File: src/rtl/flipper_key_filter.sv
// flipper_key_filter
//   Per-frame debounce and arbitration of keypad codes into clean left/right
//   move requests for flipper_controller. A key must be held for
//   DEBOUNCE_FRAMES sampled frames before its request asserts. After a request
//   ends, RELEASE_FRAMES consecutive key-free frames are needed before any new
//   press is accepted, so the flipper can never reverse inside one frame.
//
// Ports
//   clk            system clock
//   resetN         asynchronous active-low reset
//   startOfFrame   one-cycle pulse per video frame; the only sampling instant
//   keyCode[3:0]   current keypad code, meaningful only while keyValid=1
//   keyValid       level: a key is currently held
//   pause          freezes state, counter and outputs; frames are dropped
//   reset_level    synchronous return to IDLE; beats pause and startOfFrame
//   key4IsPressed  debounced left request (registered level)
//   key6IsPressed  debounced right request (registered level)
//   pressPulse     one-cycle pulse on entering a HOLD state

module flipper_key_filter #(
  parameter int unsigned DEBOUNCE_FRAMES = 2,
  parameter int unsigned RELEASE_FRAMES  = 1,
  parameter logic [3:0]  KEY_LEFT        = 4'h4,
  parameter logic [3:0]  KEY_RIGHT       = 4'h6
) (
  input  logic       clk,
  input  logic       resetN,
  input  logic       startOfFrame,
  input  logic [3:0] keyCode,
  input  logic       keyValid,
  input  logic       pause,
  input  logic       reset_level,
  output logic       key4IsPressed,
  output logic       key6IsPressed,
  output logic       pressPulse
);

  typedef enum logic [2:0] {
    IDLE    = 3'd0,
    ARM_L   = 3'd1,
    ARM_R   = 3'd2,
    HOLD_L  = 3'd3,
    HOLD_R  = 3'd4,
    RELEASE = 3'd5
  } state_t;

  // Thresholds are compared against a 5-bit increment so cnt+1 can be
  // tested without the 4-bit counter ever wrapping.
  localparam logic [4:0] DEB_LIMIT = 5'(DEBOUNCE_FRAMES);
  localparam logic [4:0] REL_LIMIT = 5'(RELEASE_FRAMES);

  state_t     r_state;
  state_t     w_nextState;
  logic [3:0] r_cnt;
  logic [3:0] w_nextCnt;
  logic [4:0] w_cntInc;
  logic       w_rawL;
  logic       w_rawR;
  logic       w_holdNext;
  logic       w_holdNow;
  logic       r_key4;
  logic       r_key6;
  logic       r_pulse;

  // Codes other than the two move keys count as "no key".
  assign w_rawL   = keyValid && (keyCode == KEY_LEFT);
  assign w_rawR   = keyValid && (keyCode == KEY_RIGHT);
  assign w_cntInc = {1'b0, r_cnt} + 5'd1;

  // Next-state logic. reset_level wins over everything; pause freezes the
  // machine so a frame arriving during pause is simply lost.
  always_comb begin
    w_nextState = r_state;
    w_nextCnt   = r_cnt;
    if (reset_level) begin
      w_nextState = IDLE;
      w_nextCnt   = 4'd0;
    end else if (!pause && startOfFrame) begin
      unique case (r_state)
        IDLE: begin
          if (w_rawL) begin
            if (DEB_LIMIT == 5'd1) begin
              w_nextState = HOLD_L;
              w_nextCnt   = 4'd0;
            end else begin
              w_nextState = ARM_L;
              w_nextCnt   = 4'd1;
            end
          end else if (w_rawR) begin
            if (DEB_LIMIT == 5'd1) begin
              w_nextState = HOLD_R;
              w_nextCnt   = 4'd0;
            end else begin
              w_nextState = ARM_R;
              w_nextCnt   = 4'd1;
            end
          end
        end
        ARM_L: begin
          if (w_rawL) begin
            if (w_cntInc == DEB_LIMIT) begin
              w_nextState = HOLD_L;
              w_nextCnt   = 4'd0;
            end else begin
              w_nextCnt = w_cntInc[3:0];
            end
          end else begin
            w_nextState = IDLE;
            w_nextCnt   = 4'd0;
          end
        end
        ARM_R: begin
          if (w_rawR) begin
            if (w_cntInc == DEB_LIMIT) begin
              w_nextState = HOLD_R;
              w_nextCnt   = 4'd0;
            end else begin
              w_nextCnt = w_cntInc[3:0];
            end
          end else begin
            w_nextState = IDLE;
            w_nextCnt   = 4'd0;
          end
        end
        HOLD_L: begin
          if (!w_rawL) begin
            w_nextState = RELEASE;
            w_nextCnt   = 4'd0;
          end
        end
        HOLD_R: begin
          if (!w_rawR) begin
            w_nextState = RELEASE;
            w_nextCnt   = 4'd0;
          end
        end
        RELEASE: begin
          // Any move key during the gap restarts it, blocking reversal.
          if (w_rawL || w_rawR) begin
            w_nextCnt = 4'd0;
          end else if (w_cntInc == REL_LIMIT) begin
            w_nextState = IDLE;
            w_nextCnt   = 4'd0;
          end else begin
            w_nextCnt = w_cntInc[3:0];
          end
        end
        default: begin
          w_nextState = IDLE;
          w_nextCnt   = 4'd0;
        end
      endcase
    end
  end

  assign w_holdNext = (w_nextState == HOLD_L) || (w_nextState == HOLD_R);
  assign w_holdNow  = (r_state == HOLD_L) || (r_state == HOLD_R);

  // State, counter and registered outputs. Outputs are decoded from the
  // next state so they line up with the state register; while paused the
  // next state equals the current one, so the levels hold and no pulse fires.
  always_ff @(posedge clk or negedge resetN) begin
    if (!resetN) begin
      r_state <= IDLE;
      r_cnt   <= 4'd0;
      r_key4  <= 1'b0;
      r_key6  <= 1'b0;
      r_pulse <= 1'b0;
    end else begin
      r_state <= w_nextState;
      r_cnt   <= w_nextCnt;
      r_key4  <= (w_nextState == HOLD_L);
      r_key6  <= (w_nextState == HOLD_R);
      r_pulse <= w_holdNext && !w_holdNow;
    end
  end

  assign key4IsPressed = r_key4;
  assign key6IsPressed = r_key6;
  assign pressPulse    = r_pulse;

endmodule
File: config.mk
export PLATFORM = sky130hd
export DESIGN_NAME = flipper_key_filter
export DESIGN_NICKNAME = d
export VERILOG_FILES = /design/src/rtl/flipper_key_filter.sv
export SDC_FILE = /design/constraint.sdc
export NUM_CORES = 1
export LEC_CHECK = 0
export CORE_AREA = 2 2 41 43
export CTS_CLUSTER_DIAMETER = 50
export DETAILED_ROUTE_END_ITERATION = 6
export DIE_AREA = 0 0 43 45
export GPL_TIMING_DRIVEN = 0
export PLACE_DENSITY = 0.8
export REMOVE_ABC_BUFFERS = 1
export SYNTH_ARGS = -nofsm -noshare
export SYNTH_HDL_FRONTEND = slang
export SYNTH_SLANG_ARGS = --single-unit
export TNS_END_PERCENT = 50
File: constraint.sdc
create_clock -name clk -period 3.3 [get_ports clk]
set_input_delay 0.495 -clock clk [delete_from_list [all_inputs] [get_ports clk]]
set_output_delay 0.495 -clock clk [all_outputs]
set_load 0.03 [all_outputs]
==> results of run 1 <==
## cells in the mapped netlist (all sizes together)
cell type	number	area, sq um
a211o	1	8.760
a211oi	3	27.52
a21bo	1	10.01
a21o	1	7.510
a21oi	5	28.78
a221oi	1	26.28
a22o	2	17.52
a2bb2oi	1	8.760
a32o	1	10.01
a41oi	1	8.760
and2	1	6.260
and3	2	17.52
and4bb	1	16.27
buf	3	21.27
dfrtp	10	250.2
ha	3	37.54
inv	6	22.52
nand2	6	22.52
nand2b	2	15.02
nand3	2	10.01
nand4	1	6.260
nand4bb	1	27.53
nor2	8	32.54
nor2b	3	18.77
nor3	4	20.02
nor3b	1	12.51
o211ai	1	7.510
o21a	3	22.52
o21ai	4	20.02
o21bai	1	7.510
o32ai	1	8.760
o41ai	2	17.52
or2	1	6.260
or3	2	12.51
## cell type report
type / count / share of cell area [%]
clock buffer: 4 / 3.826
inverter: 6 / 2.375
multi-input combinational: 67 / 52.64
sequential: 10 / 26.39
tap: 16 / 2.111
timing repair buffer: 12 / 12.66
## state kept, by name (all words and copies together), names as in the netlist
register	flops
r_cnt	4
r_state	3
key4IsPressed	1
key6IsPressed	1
pressPulse	1
## per-layer routing
layer	part of all wire, %	vias up	track usage, %
met3	6.3	2	3.200
met5	0	-	0
met1	45	315	23.45
met2	48	27	33.33
met4	1.1	0	7.879
li1	-	348	-
## logic make-up after synthesis
logic type               synth area share, %
adder cells (fa/ha/maj)                4.732
flip-flops                             31.55
AO/OA/AOI/OAI                          29.97
AND/OR/NAND/NOR                        28.24
buffers and inverters                  5.520
## power breakdown
| part | switching, mW | internal [mW] |
|---|---|---|
| clock | 0.0387 | 0.0669 |
| sequential | 0.00664 | 0.126 |
| combinational | 0.0269 | 0.0276 |
## worst paths after layout
| kind | start | endpoint | slack [ns] | depth (start not counted) |
|---|---|---|---|---|
| hold reg to reg | r_cnt[3] | r_cnt[3] | 0.53 | 1 |
| hold / removal | resetN | r_cnt[2] | 0.53 | 1 |
| max in group asynchronous | resetN | r_state[0] | 2.48 | 1 |
| min in group clk | r_cnt[3] | r_cnt[3] | 0.53 | 1 |
| setup reg to reg | r_cnt[0] | pressPulse | 1.09 | 8 |
| setup / recovery | keyCode[3] | pressPulse | 1.03 | 8 |
## metrics by stage
step	power, mW	setup slack (ns)	utilization (%)
2_1_floorplan	0.1640	1.330	-
4_1_cts	0.2968	1.043	64.46
5_1_grt	0.3090	0.9045	64.46
6_report	0.2929	1.029	64.46
3_3_place_gp	0.1881	0.8156	61.99
3_5_place_dp	0.1892	0.7599	61.99
## worst max-delay path: cells and delay by family
kind	cells	cell delay, ns
buf+inv	1	0.42
compound gates	3	0.75
simple gates	4	0.75
==> impl_metrics.csv, run 1 <==
group,metric,value,unit
min_path,hp-class,"input pin to async pin",
global_routing,grtUsageTotal,19.01,%
timing,max_clock_freq,440.2,MHz
clocking,numCtsBuffers,3,
synthesis,netlist_instances,86,
finish,n_fill_cell,123,
die,io_pins,13,
synthesis,yosysUniqueCellTypes,40,
worst_setup_path,crit_path_top_delay_cell,"clkdlybuf4s50_1",
timing,fin_crit_sh,68.83,%
global_routing,grt_overflow,0,
detailed_routing,drcViolationCount,0,
finish,fin_cells,115,
die,rows,14,
clocking,root_buffer,"clkbuf_4",
global_routing,grt_max_degree,14,
die,die_area,1935,sq um
finish,antenna_cells,0,
global_routing,grt_pass1_wl,2808,um
finish,seq_area,250.2,sq um
placement,dp_cells,111,
detailed_routing,wl,1600,um
clocking,clock_path_buffers,2,
die,initial_utilization,53.91,%
clocking,h-tree-depth,1,
timing,slew_headroom,72.40,%
timing,tightest_slew,0.4128,ns
detailed_routing,vias,692,
timing,drv_slew,0,
detailed_routing,routed_via_density,6.017,
finish,nets,113,
timing,fin_setup_tns,0,ns
placement,placed_cell_area,912.1,sq um
synthesis,yosys_warnings,0,
finish,final_cell_mix,"clkdlybuf4s50_1 (12), dfrtp_1 (10), nor2_1 (7), inv_1 (6), nand2_1 (6)",
clocking,cts_resized,0,
clocking,clk-insertion-delay-late,0.26,ns
die,die_h,45,um
worst_setup_path,start_kind,"input pin",
worst_setup_path,crit_type,"input pin to register",
clocking,clock-sinks,10,
placement,dp_hpwl,1236,um
synthesis,synth-seq-cells,10,
detailed_routing,wl_per_cell,13.91,um
worst_setup_path,worst-endpoint-arrival,2.42,ns
die,die_w,43,um
global_routing,antenna_found_initial,0,
synthesis,seq_area_frac_synth,31.55,%
placement,port_buffers,12,
outcome,run_status,"completed",
timing,clock-skew-final,0.004072,ns
worst_setup_path,crit_path_max_incr_delay,0.42,ns
finish,design_area,948.4,sq um
pwr,power_density,308.8,nW/um^2
finish,layout-drive-gt1-share,14.14,%
detailed_routing,drt-initial-drc-count,13,
worst_setup_path,crit_fanout,5,
finish,area_delta_synth_final,19.56,%
worst_setup_path,worstSetupEndpointType,"register",
pwr,p_leak,0.3826,nW
clocking,cts_tree,"built",
worst_setup_path,required,3.45,ns
detailed_routing,route.antenna.remaining_nets,0,
clocking,clk_pin_slew,0.06,ns
job,drv_cap,0,
finish,final_common_cell,"clkdlybuf4s50_1",
synthesis,synthesis.area,793.3,sq um
clocking,cts_hold_buf,0,
synthesis,post_synth.cell_area_avg,9.224,sq um
global_routing,grt_pass1_vias,659,
timing,setup_violations,0,
die,core_area,1471,sq um
timing,finalHoldViolCount,0,
timing,rsz0062_at_grt,"false",
detailed_routing,dr.pass1.iters,4,
pwr,irDropWorstVdd,305.7,uV
finish,multi_input_area,499.2,sq um
timing,hold_ws,0.5302,ns
worst_setup_path,crit_path_cell_trace,"clkdlybuf4s50_1 -> nand4bb_4 -> nor2_2 -> and3_1 -> a21bo_1 -> a221oi_4 -> nor3_1 -> o21a_1",
timing,period_needed,2.271,ns
placement,finalWeightedCongestion,0.8404,
clocking,postCtsSetupBuffers,0,
Note: power is estimated with default switching activity, not from simulation.
==> run 2: changes to the inputs <==
--- a/config.mk
+++ b/config.mk
@@ -5,12 +5,12 @@
 export SDC_FILE = /design/constraint.sdc
 export NUM_CORES = 1
 export LEC_CHECK = 0
-export CORE_AREA = 2 2 41 43
+export CORE_AREA = 2 2 43 45
 export CTS_CLUSTER_DIAMETER = 50
 export DETAILED_ROUTE_END_ITERATION = 6
-export DIE_AREA = 0 0 43 45
+export DIE_AREA = 0 0 45 47
 export GPL_TIMING_DRIVEN = 0
-export PLACE_DENSITY = 0.8
+export PLACE_DENSITY = 0.73
 export REMOVE_ABC_BUFFERS = 1
 export SYNTH_ARGS = -nofsm -noshare
 export SYNTH_HDL_FRONTEND = slang
==> constraint.sdc (replaced) <==
create_clock -name clk -period 2.2 [get_ports clk]
set_input_delay 0.33 -clock clk [delete_from_list [all_inputs] [get_ports clk]]
set_output_delay 0.33 -clock clk [all_outputs]
set_load 0.03 [all_outputs]
==> run 2 against run 1 <==
  * First-iteration DRC count decreased by 69%
  * Worst setup slack got worse by 0.91 ns
  * Critical endpoint unchanged
  * Via count decreased by 2.7%
  * Final area increased by 2.6%
  * Sequential cell count unchanged
  * Clock-buffer cell count decreased by 1
  * Routed wire length decreased by 2.5%
  * Combinational power increased by 55%
  * Total power increased by 35%
  * Largest power group unchanged
  * Sequential power increased by 50%
  * Die area increased by 9.3%
  * Non-clock buffer count unchanged
==> impl_metrics.csv, run 2 (synthesis gave the netlist of run 1 again) <==
group,metric,value,unit
clocking,h-tree-depth,1,
pwr,power_density,406.7,nW/um^2
die,die_h,47,um
clocking,root_buffer,"clkbuf_4",
placement,finalWeightedCongestion,0.7954,
finish,layout-drive-gt1-share,18.37,%
worst_setup_path,crit_fanout,5,
pwr,swShare,25.52,%
worst_setup_path,crit_top_cell,"o21a_1",
detailed_routing,wl,1560,um
timing,fin_crit_sh,94.43,%
detailed_routing,drt-initial-drc-count,4,
worst_setup_path,crit_type,"input pin to register",
timing,max_clock_freq,481.3,MHz
detailed_routing,route.antenna.remaining_nets,0,
pwr,irDropWorstVdd,314.5,uV
timing,clock-skew-final,0.001140,ns
global_routing,antenna_found_initial,0,
die,core_area,1652,sq um
timing,setup_ws,0.1225,ns
pwr,p_int,294.9,uW
global_routing,grt_pass1_vias,641,
placement,port_buffers,12,
job,drv_cap,0,
clocking,cts_tree,"built",
worst_setup_path,worstSetupEndpointType,"register",
min_path,hp-class,"input pin to async pin",
worst_setup_path,crit_family,"simple AND/OR/NAND/NOR gates",
worst_setup_path,crit_path_max_incr_delay,0.53,ns
timing,drv_slew,0,
timing,period_needed,2.078,ns
pwr,seq_power_share,50.5,%
timing,finalHoldViolCount,0,
detailed_routing,drcViolationCount,0,
clocking,clk_pin_slew,0.06,ns
detailed_routing,wl_met1,742,um
finish,n_fill_cell,149,
finish,final_cell_mix,"clkdlybuf4s50_1 (12), dfrtp_1 (9), inv_1 (6), nand2_1 (6), nor2_1 (6)",
placement,dp_hpwl,1252,um
detailed_routing,wl_per_cell,13.57,um
die,die_area,2115,sq um
global_routing,grtUsageTotal,17.14,%
timing,setup_violations,0,
finish,top_register,"r_cnt",
worst_setup_path,worst-endpoint-arrival,2.26,ns
clocking,cts_hold_buf,0,
clocking,clock-sinks,10,
outcome,run_status,"completed",
detailed_routing,wl_met2,745,um
worst_setup_path,start_kind,"input pin",
die,io_pins,13,
timing,slew_headroom,70.86,%
worst_setup_path,required,2.38,ns
clocking,clock_path_buffers,2,
pwr,comb_power_share,21.3,%
worst_setup_path,worstSetupStartpoint,"keyValid",
worst_setup_path,worst-path-buf-inv,1,
die,initial_utilization,48.03,%
pwr,power.switching,101.0,uW
timing,rsz0062_at_grt,"false",
finish,area_delta_synth_final,22.71,%
finish,largest_reg_flops,4,
die,rows,15,
detailed_routing,routed_via_density,5.852,
finish,final_common_cell,"clkdlybuf4s50_1",
global_routing,grt_max_degree,14,
worst_setup_path,reg2reg_slack,0.12,ns
pwr,total_power,395.9,uW
detailed_routing,vias,673,
detailed_routing,highest_layer,"met3",
detailed_routing,dr_wl_met3,72,um
finish,antenna_cells,0,
timing,tightest_slew,0.4357,ns
worst_setup_path,crit_path_top_delay_cell,"clkdlybuf4s50_1",
worst_setup_path,r2r-start,"r_cnt[0]",
global_routing,grt_overflow,0,
placement,dpl_worst_slack,-0.1570,ns
clocking,numCtsBuffers,3,
clocking,clk-insertion-delay-late,0.25,ns
pwr,pwr-share-clk,28.2,%
worst_setup_path,crit_path_cell_trace,"clkdlybuf4s50_1 -> nand4bb_4 -> or3_1 -> o21a_1 -> a221oi_4 -> and3_4 -> o21a_1",
finish,top_regs,"r_cnt: 4 flops, r_state: 3 flops",
die,die_w,45,um
pwr,p_leak,0.3737,nW
finish,nets,113,
global_routing,grt_pass1_wl,2670,um
detailed_routing,dr.pass1.iters,4,
[run 2: per-layer routing]
layer / GRT usage (%) / up-vias
li1: - / 345
met1: 21.58 / 314
met2: 30.00 / 14
met3: 2.692 / 0
met4: 5.882 / 0
met5: 0 / -
[run 2: area by class of cell]
type                            count  area (sq um)  area share (%)
Clock buffer                        3         22.52           2.314
Multi-Input combinational cell     67         535.5           55.01
Tap cell                           17         21.27           2.185
Sequential cell                    10         251.5           25.84
Timing Repair Buffer               12         120.1           12.34
Inverter                            6         22.52           2.314
[run 2: worst paths after layout]
check,to,depth (start not counted)
setup / recovery,pressPulse,7
hold / removal,key4IsPressed,1
setup reg to reg,pressPulse,8
hold reg to reg,r_cnt[2],1
max in group asynchronous,r_cnt[0],1
min in group clk,r_cnt[2],1
[run 2: worst register-to-register path, stage by stage, from the launching register on]
cell and delay, ns:
dfrtp_2 0.46, ha_4 0.19, and2_1 0.16, a21oi_4 0.17, nor3_1 0.08, o21a_1 0.20, a211o_1 0.33, and3_4 0.19
o21a_1 0.18
[run 2: per-stage QoR]
stage	cell area [sq um]	hold slack, ns	util, %	setup TNS, ns	cells
after CTS	948.4	0.3861	57.42	0	115
final	973.4	0.3911	58.94	0	115
after detailed placement	913.4	0.5282	55.30	-0.5297	112
after floorplan	772.0	0.03441	-	0	83
after global routing	973.4	0.4111	58.94	0	115
after global placement	913.4	0.5254	55.30	-0.3740	112
[run 2: repair_timing]
action	4_1_cts	5_1_grt
setup endpoints to repair	1	3
buffers inserted	0	0
gates resized for setup	3	5
pin swaps	3	1
[run 2: power groups by stage]
stage / combinational, mW / clock [mW] / sequential [mW]
after CTS: 0.0839 / 0.117 / 0.199
final: 0.0843 / 0.112 / 0.200
after detailed placement: 0.0817 / 0 / 0.202
after floorplan: 0.0412 / 0 / 0.205
after global placement: 0.0803 / 0 / 0.202
after global routing: 0.0919 / 0.130 / 0.201
==> run 3: changes to the inputs <==
--- a/config.mk
+++ b/config.mk
@@ -5,6 +5,7 @@
 export SDC_FILE = /design/constraint.sdc
 export NUM_CORES = 1
 export LEC_CHECK = 0
+export ABC_CLOCK_PERIOD_IN_PS = 2200
 export CORE_AREA = 2 2 43 45
 export CTS_CLUSTER_DIAMETER = 50
 export DETAILED_ROUTE_END_ITERATION = 6
==> results of run 3 <==
Same layout as run 2: the final DEF is identical, and so are final timing and power.
